[config.mk]
export PLATFORM = sky130hd
export DESIGN_NAME = d8_reg_scoreboard_flat
export DESIGN_NICKNAME = d
export VERILOG_FILES = /design/src/rtl/d8_pkg.sv /design/src/rtl/d8_reg_scoreboard_if.sv /design/src/rtl/d8_op_wr_decode.sv /design/src/rtl/d8_reg_scoreboard.sv /design/src/flat_wrapper.sv
export SDC_FILE = /design/constraint.sdc
export NUM_CORES = 1
export LEC_CHECK = 0
export CORE_MARGIN = 10
export CORE_UTILIZATION = 38
export DETAILED_ROUTE_END_ITERATION = 8
export PLACE_DENSITY_LB_ADDON = 0.1
export SYNTH_ARGS = -nofsm -noshare
export SYNTH_HDL_FRONTEND = slang
export SYNTH_SLANG_ARGS = --single-unit
[constraint.sdc]
create_clock -name sys_clk -period 3.55 [get_ports sys_clk]
set_input_delay 0.71 -clock sys_clk [delete_from_list [all_inputs] [get_ports sys_clk]]
set_output_delay 0.71 -clock sys_clk [all_outputs]
set_load 0.005 [all_outputs]
[src/rtl/d8_pkg.sv]
// Shared constants for the d8 core: datapath widths, register count and the
// default set of opcodes that write back to the register file.
package d8_pkg;

    localparam int unsigned D8_OP_W   = 8;
    localparam int unsigned D8_DATA_W = 8;
    localparam int unsigned D8_NREG   = 8;

    // Bit k set => opcode k produces a register write-back.
    localparam logic [255:0] D8_WR_MASK = 256'hFE;

    localparam logic [7:0] D8_OP_WR1 = 8'h01;
    localparam logic [7:0] D8_OP_WR2 = 8'h02;
    localparam logic [7:0] D8_OP_WR3 = 8'h03;
    localparam logic [7:0] D8_OP_WR4 = 8'h04;
    localparam logic [7:0] D8_OP_WR5 = 8'h05;
    localparam logic [7:0] D8_OP_WR6 = 8'h06;
    localparam logic [7:0] D8_OP_WR7 = 8'h07;

endpackage

[src/rtl/d8_reg_scoreboard_if.sv]
// Issue, write-back and register-file port bundle between decode/execute and
// the d8 register scoreboard.
interface d8_reg_scoreboard_if
    import d8_pkg::*;
#(
    parameter int unsigned OP_W   = D8_OP_W,
    parameter int unsigned DATA_W = D8_DATA_W,
    parameter int unsigned NREG   = D8_NREG,
    parameter int unsigned AW     = $clog2(NREG)
);

    logic              iss_valid;
    logic [OP_W-1:0]   iss_op;
    logic [AW-1:0]     iss_rd;
    logic [AW-1:0]     iss_rs;
    logic              iss_rs_en;
    logic              iss_ready;
    logic              iss_w;

    logic              wb_valid;
    logic [AW-1:0]     wb_rd;
    logic [DATA_W-1:0] wb_data;

    logic              flush;

    logic              rf_we;
    logic [AW-1:0]     rf_waddr;
    logic [DATA_W-1:0] rf_wdata;

    logic [NREG-1:0]   pending;
    logic              err_spurious;

    modport master (
        output iss_valid, iss_op, iss_rd, iss_rs, iss_rs_en,
        output wb_valid, wb_rd, wb_data, flush,
        input  iss_ready, iss_w, rf_we, rf_waddr, rf_wdata, pending, err_spurious
    );

    modport slave (
        input  iss_valid, iss_op, iss_rd, iss_rs, iss_rs_en,
        input  wb_valid, wb_rd, wb_data, flush,
        output iss_ready, iss_w, rf_we, rf_waddr, rf_wdata, pending, err_spurious
    );

endinterface

[src/rtl/d8_op_wr_decode.sv]
// Combinational lookup: does this opcode write a register? Opcodes beyond the
// 256-entry mask (only reachable when OP_W > 8) never write.
module d8_op_wr_decode
    import d8_pkg::*;
#(
    parameter int unsigned  OP_W    = D8_OP_W,
    parameter logic [255:0] WR_MASK = D8_WR_MASK
) (
    input  logic [OP_W-1:0] op,
    output logic            wr
);

    localparam int unsigned IDX_W = (OP_W < 8) ? OP_W : 8;

    logic op_high;

    generate
        if (OP_W > 8) begin : g_wide
            assign op_high = |op[OP_W-1:8];
        end else begin : g_narrow
            assign op_high = 1'b0;
        end
    endgenerate

    always_comb begin
        wr = 1'b0;
        if (!op_high) begin
            wr = WR_MASK[op[IDX_W-1:0]];
        end
    end

endmodule

[src/rtl/d8_reg_scoreboard.sv]
// Register write-back controller: tracks outstanding register writes, stalls
// issue on RAW/WAW hazards and retires write-backs to a registered RF port.
module d8_reg_scoreboard
    import d8_pkg::*;
#(
    parameter int unsigned  OP_W    = D8_OP_W,
    parameter int unsigned  DATA_W  = D8_DATA_W,
    parameter int unsigned  NREG    = D8_NREG,
    parameter int unsigned  AW      = $clog2(NREG),
    parameter logic [255:0] WR_MASK = D8_WR_MASK
) (
    input logic                sys_clk,
    input logic                sys_rst_n,
    d8_reg_scoreboard_if.slave bus
);

    logic [NREG-1:0]   pending_q, pending_d;
    logic              rf_we_q, rf_we_d;
    logic [AW-1:0]     rf_waddr_q, rf_waddr_d;
    logic [DATA_W-1:0] rf_wdata_q, rf_wdata_d;
    logic              err_q, err_d;

    logic iss_w;
    logic raw_hazard;
    logic waw_hazard;
    logic iss_ready;
    logic iss_accept;

    d8_op_wr_decode #(
        .OP_W    (OP_W),
        .WR_MASK (WR_MASK)
    ) u_op_wr_decode (
        .op (bus.iss_op),
        .wr (iss_w)
    );

    // Hazards look only at registered state: a write-back landing this cycle
    // does not release a stalled consumer until the next cycle.
    always_comb begin
        raw_hazard = bus.iss_rs_en && pending_q[bus.iss_rs];
        waw_hazard = iss_w && pending_q[bus.iss_rd];
        iss_ready  = !bus.flush && !raw_hazard && !waw_hazard;
        iss_accept = bus.iss_valid && iss_ready;
    end

    // Order matters: clear, then flush, then set, so a new producer wins over
    // a same-cycle retirement. Accept already excludes flush cycles.
    always_comb begin
        pending_d = pending_q;
        if (bus.wb_valid) begin
            pending_d[bus.wb_rd] = 1'b0;
        end
        if (bus.flush) begin
            pending_d = '0;
        end
        if (iss_accept && iss_w) begin
            pending_d[bus.iss_rd] = 1'b1;
        end
    end

    always_comb begin
        rf_we_d    = bus.wb_valid;
        rf_waddr_d = rf_waddr_q;
        rf_wdata_d = rf_wdata_q;
        err_d      = err_q;
        if (bus.wb_valid) begin
            rf_waddr_d = bus.wb_rd;
            rf_wdata_d = bus.wb_data;
            if (!bus.flush && !pending_q[bus.wb_rd]) begin
                err_d = 1'b1;
            end
        end
    end

    always_ff @(posedge sys_clk or negedge sys_rst_n) begin
        if (!sys_rst_n) begin
            pending_q  <= '0;
            rf_we_q    <= 1'b0;
            rf_waddr_q <= '0;
            rf_wdata_q <= '0;
            err_q      <= 1'b0;
        end else begin
            pending_q  <= pending_d;
            rf_we_q    <= rf_we_d;
            rf_waddr_q <= rf_waddr_d;
            rf_wdata_q <= rf_wdata_d;
            err_q      <= err_d;
        end
    end

    assign bus.iss_w        = iss_w;
    assign bus.iss_ready    = iss_ready;
    assign bus.pending      = pending_q;
    assign bus.rf_we        = rf_we_q;
    assign bus.rf_waddr     = rf_waddr_q;
    assign bus.rf_wdata     = rf_wdata_q;
    assign bus.err_spurious = err_q;

endmodule

[src/flat_wrapper.sv]
// flat-port wrapper written by rule: the top's interface ports become plain ports
module d8_reg_scoreboard_flat import d8_pkg::*;
#(
    parameter int unsigned  OP_W    = D8_OP_W,
    parameter int unsigned  DATA_W  = D8_DATA_W,
    parameter int unsigned  NREG    = D8_NREG,
    parameter int unsigned  AW      = $clog2(NREG),
    parameter logic [255:0] WR_MASK = D8_WR_MASK
)
  (sys_clk, sys_rst_n, bus_iss_valid, bus_iss_op, bus_iss_rd, bus_iss_rs, bus_iss_rs_en, bus_wb_valid, bus_wb_rd, bus_wb_data, bus_flush, bus_iss_ready, bus_iss_w, bus_rf_we, bus_rf_waddr, bus_rf_wdata, bus_pending, bus_err_spurious);
  d8_reg_scoreboard_if #(.OP_W(OP_W), .DATA_W(DATA_W), .NREG(NREG), .AW(AW)) bus_i ();
  input logic sys_clk;
  input logic sys_rst_n;
  input wire logic [$bits(bus_i.iss_valid)-1:0] bus_iss_valid;
  input wire logic [$bits(bus_i.iss_op)-1:0] bus_iss_op;
  input wire logic [$bits(bus_i.iss_rd)-1:0] bus_iss_rd;
  input wire logic [$bits(bus_i.iss_rs)-1:0] bus_iss_rs;
  input wire logic [$bits(bus_i.iss_rs_en)-1:0] bus_iss_rs_en;
  input wire logic [$bits(bus_i.wb_valid)-1:0] bus_wb_valid;
  input wire logic [$bits(bus_i.wb_rd)-1:0] bus_wb_rd;
  input wire logic [$bits(bus_i.wb_data)-1:0] bus_wb_data;
  input wire logic [$bits(bus_i.flush)-1:0] bus_flush;
  output wire logic [$bits(bus_i.iss_ready)-1:0] bus_iss_ready;
  output wire logic [$bits(bus_i.iss_w)-1:0] bus_iss_w;
  output wire logic [$bits(bus_i.rf_we)-1:0] bus_rf_we;
  output wire logic [$bits(bus_i.rf_waddr)-1:0] bus_rf_waddr;
  output wire logic [$bits(bus_i.rf_wdata)-1:0] bus_rf_wdata;
  output wire logic [$bits(bus_i.pending)-1:0] bus_pending;
  output wire logic [$bits(bus_i.err_spurious)-1:0] bus_err_spurious;
  assign bus_i.iss_valid = bus_iss_valid;
  assign bus_i.iss_op = bus_iss_op;
  assign bus_i.iss_rd = bus_iss_rd;
  assign bus_i.iss_rs = bus_iss_rs;
  assign bus_i.iss_rs_en = bus_iss_rs_en;
  assign bus_i.wb_valid = bus_wb_valid;
  assign bus_i.wb_rd = bus_wb_rd;
  assign bus_i.wb_data = bus_wb_data;
  assign bus_i.flush = bus_flush;
  assign bus_iss_ready = bus_i.iss_ready;
  assign bus_iss_w = bus_i.iss_w;
  assign bus_rf_we = bus_i.rf_we;
  assign bus_rf_waddr = bus_i.rf_waddr;
  assign bus_rf_wdata = bus_i.rf_wdata;
  assign bus_pending = bus_i.pending;
  assign bus_err_spurious = bus_i.err_spurious;
  d8_reg_scoreboard #(.OP_W(OP_W), .DATA_W(DATA_W), .NREG(NREG), .AW(AW), .WR_MASK(WR_MASK)) u_core (.sys_clk(sys_clk), .sys_rst_n(sys_rst_n), .bus(bus_i));
endmodule
==> results.md <==
- The number of top-level pins is 54.
- Counting every instance in the synthesized netlist gives 89.
- The largest buffer count on any clock path is 2.
- The root cell of the clock tree is clkbuf_4.
- The first detailed-routing pass took 5 iterations.
- The critical path's largest stage delay is 540 ps.
- Walking the worst path, the cells encountered are clkdlybuf4s50_1 -> mux4_2 -> a22oi_4 -> o311a_1 -> clkdlybuf4s50_1.
- The number of endpoints with negative hold slack in the final report is 0.
- The area of all placed cells without fillers is 1690 µm².
- The number of cells on the worst reg-to-reg path is 4.
- The non-filler instance count after layout is 176.
- The capturing element type of the critical path is a primary output.
- The commonest register cell after synthesis is dfrtp_1.
- IR analysis of the VDD net gives a maximum drop of 0.230 mV.
- The slowest cell on the critical path is mux4_2.
- The commonest non-fill, non-tap cell in the layout is clkdlybuf4s50_1.
- At the later pin of the worst-skew pair, clock insertion delay measures 300 ps.
- The synthesized design contains 0 enable-type register cells.
- In this run the biggest area consumer among cell types represents 47.9% of the synthesized area.
- The final period utilization is 95.7%.
- The number of distinct library cells after synthesis is 26.
- Together, buffers and inverters on the worst path number 2.
- In this run the critical register-to-register path is launched from u_core.bus.pending[6]$_DFF_PN0_.
- The number of remaining DRC errors is 0.
- Once placement finished, the instance area stood at 1670 µm².
- The total clock buffers created by CTS is 3.
- The routed length per instance is 16.8 µm.
- The die covers 5440 µm².
- The CTS tree is yes.
- The buffers inserted during post-CTS setup optimization is 0.
- Using the TritonRoute via totals, the vias-per-cell ratio works out to 5.44.
- The number of inserted diodes is 0.
- For this run the aggregate overflow at the end of global routing stands at 0.
- For flop-to-flop paths, the worst setup slack is 1890 ps.
- For this configuration, the core starts out at a cell density of 39.8%.
- After synthesis, the share of flip-flops with an asynchronous set or reset is 100%.
- The total negative slack is 0 ps.
- Of the cells placed in the final design, the portion with a size suffix greater than 1 is 19.3%.
- The number of nets in the synthesized netlist is 120.
- The global-route wire length before repair is 4800 µm.
- The number of global-route vias before repair is 1022.
- Summing the sequential cell areas from Yosys gives 47.9% of the chip area.
- The area growth from synthesis to layout is 54.3%.
- After filler insertion, the fill cell instance count of the layout stands at 233.
- Summing all flip-flop and latch instances after layout gives 526 µm².
- The critical path launch point is bus_iss_rs[1].
- The max-slew violation count is 0.
- CTS built an H-tree with a depth of 1.
- Row generation in the floorplan step produced 19 rows.
- Ranked by total cell area, the synthesized netlist is headed by dfrtp_1 48%, mux2_2 13%, mux4_2 8.2%, o211ai_1 3.4%, o21ai_1 3.2%.
- The power consumption is 0.483 mW.
- The max-cap check violation count is 0.
- The post-synthesis instance area is 1100 µm².
- The relative slew slack is 37.9%.
- The arrival time at the worst endpoint is 2690 ps.
- The category of the worst setup path launch point is an input port.
- The cell taking the most area after synthesis is dfrtp_1.
- Along the worst hold path, the cell count comes to 1.
- The timing-limited maximum frequency is 0.294 GHz.
- Clock-pin slew was measured on the worst setup and hold paths at 110 ps.
- The min-delay analysis places its worst path in the category flip-flop to flip-flop.
- In the layout the commonest cells are 53 x clkdlybuf4s50_1, 21 x dfrtp_1, 13 x mux2_2.
- The maximum number of pins on one net before global-route repair is 22.
- The footprint of the multi-input gates is 548 µm².
- The setup path with the least slack is of type input port to primary output.
- In this run the power density over the cells is 285 nW/µm².
- STA puts the critical path data required time at 2840 ps.
- Final hold analysis gives a worst-case slack of 482 ps.
- The wire-length estimate of the detail-placed layout is 2460 µm.
- The total stage count of the critical path is 5.
- The leakage dissipation is 0.680 nW.
- The die is 73.7 µm wide.
- The number of input and output port buffers inserted is 53.
- The post-synthesis area per instance is 12.3 µm².
- The flip-flop and latch count after synthesis is 21.
- The maximum fanout along the worst path is 3.
- The final wirelength is 2950 µm.
- At the pin with the least slew margin, the transition time is 928 ps.
- For this run, the total global-route usage over all layers was measured as 10.9%.
- The floorplan step set the die height to 73.7 µm.
- The number of antenna violations at the first check in global routing is 0.
- The net count of the finished layout is 177.
- Setup repair after global routing left no endpoint under its margin.
- The worst clock skew is 0.531 ps.
- The post-cts sizing count is 0.
- After the first detailed-routing iteration, the DRC count stood at 29.
- The clock drives 21 sinks.
- The flow ran to the end, and the final reports show no timing, DRC or antenna violations.
- The worst hold path begins at u_core.bus.err_spurious$_DFFE_PN0P_.
- The remaining antenna violation count is 0.
- The cell that appears most often on the critical path is clkdlybuf4s50_1.
- The routed layout has 957 vias.
- The final period demand of the worst path is 3400 ps.
- The core footprint is 2760 µm².
- Setup violations remaining at the end of the flow were counted as 0.
- The Yosys step of the flow raised 0 warnings.
- In this run, post-CTS hold repair placed 0 buffers.
- Among cell families on the critical path, the largest total delay comes from buffers and inverters.
- In this run, placement finished with an instance count of 172.
- At the end of routability-driven placement, the weighted congestion stood at 0.817.
-- synth_stat cells, types with 2 or more instances --
cell type	number
dfrtp_1	21
inv_1	3
mux2_2	13
mux4_2	4
nand2_1	4
nand2b_1	5
nor2_1	3
nor2b_1	2
nor3_1	2
o2111ai_2	2
o211ai_1	5
o21ai_1	7
o22ai_1	3
o311ai_0	2
or2_2	2
-- logic make-up after synthesis --
group / synth area share [%]
muxes: 22.5
DFF: 47.9
and+or+nand+nor: 9.92
buffers and inverters: 2.17
AOI/OAI and AO/OA: 17.6
-- layout make-up --
cell class | count | area share [%]
Timing Repair Buffer | 54 | 31.8
Multi-Input combinational cell | 62 | 32.4
Sequential cell | 21 | 31.0
Clock buffer | 3 | 1.33
Inverter | 4 | 0.887
Clock inverter | 1 | 0.296
Tap cell | 31 | 2.29
-- where the power goes --
group	internal, mW	total [mW]	switching, mW	leakage [nW]
clock	0.0420	0.113	0.0714	0.0177
combinational	0.0721	0.111	0.0385	0.401
sequential	0.252	0.259	0.00638	0.261
-- worst reg2reg max path: stages, from the launching register on --
cell and delay, ps:
dfrtp_1 460, mux4_2 520, a22oi_4 220, o2111ai_2 190
o21ai_1 190
-- metrics by stage --
step                utilization (%)  setup slack [ps]
floorplan                         -              1230
global placement               60.4               144
detailed placement             60.4               120
CTS                            61.4               115
global route                   61.4              37.7
finish                         61.4               152
-- worst paths after layout --
path | endpoint
max reg2reg | u_core.bus.pending[0]$_DFF_PN0_
max in group asynchronous | u_core.bus.rf_wdata[6]$_DFFE_PN0P_
max | bus_iss_ready
min | u_core.bus.err_spurious$_DFFE_PN0P_
min reg2reg | u_core.bus.err_spurious$_DFFE_PN0P_
min in group asynchronous | u_core.bus.rf_we$_DFF_PN0_
-- sequential cells by signal (all words and copies together) (netlist names) --
signal,cells
u_core.bus.pending,8
u_core.bus.rf_wdata,8
u_core.bus.rf_waddr,3
u_core.bus.err_spurious,1
u_core.bus.rf_we,1
-- per-layer routing --
metal | global-route usage (%) | routed length (µm) | up-vias
met5 | 0 | 0 | -
met4 | 1.04 | 9 | 0
met3 | 5.52 | 302 | 2
met2 | 18.8 | 1550 | 38
met1 | 12.1 | 1090 | 464
li1 | - | - | 453
(Power assumes the default switching activity.)
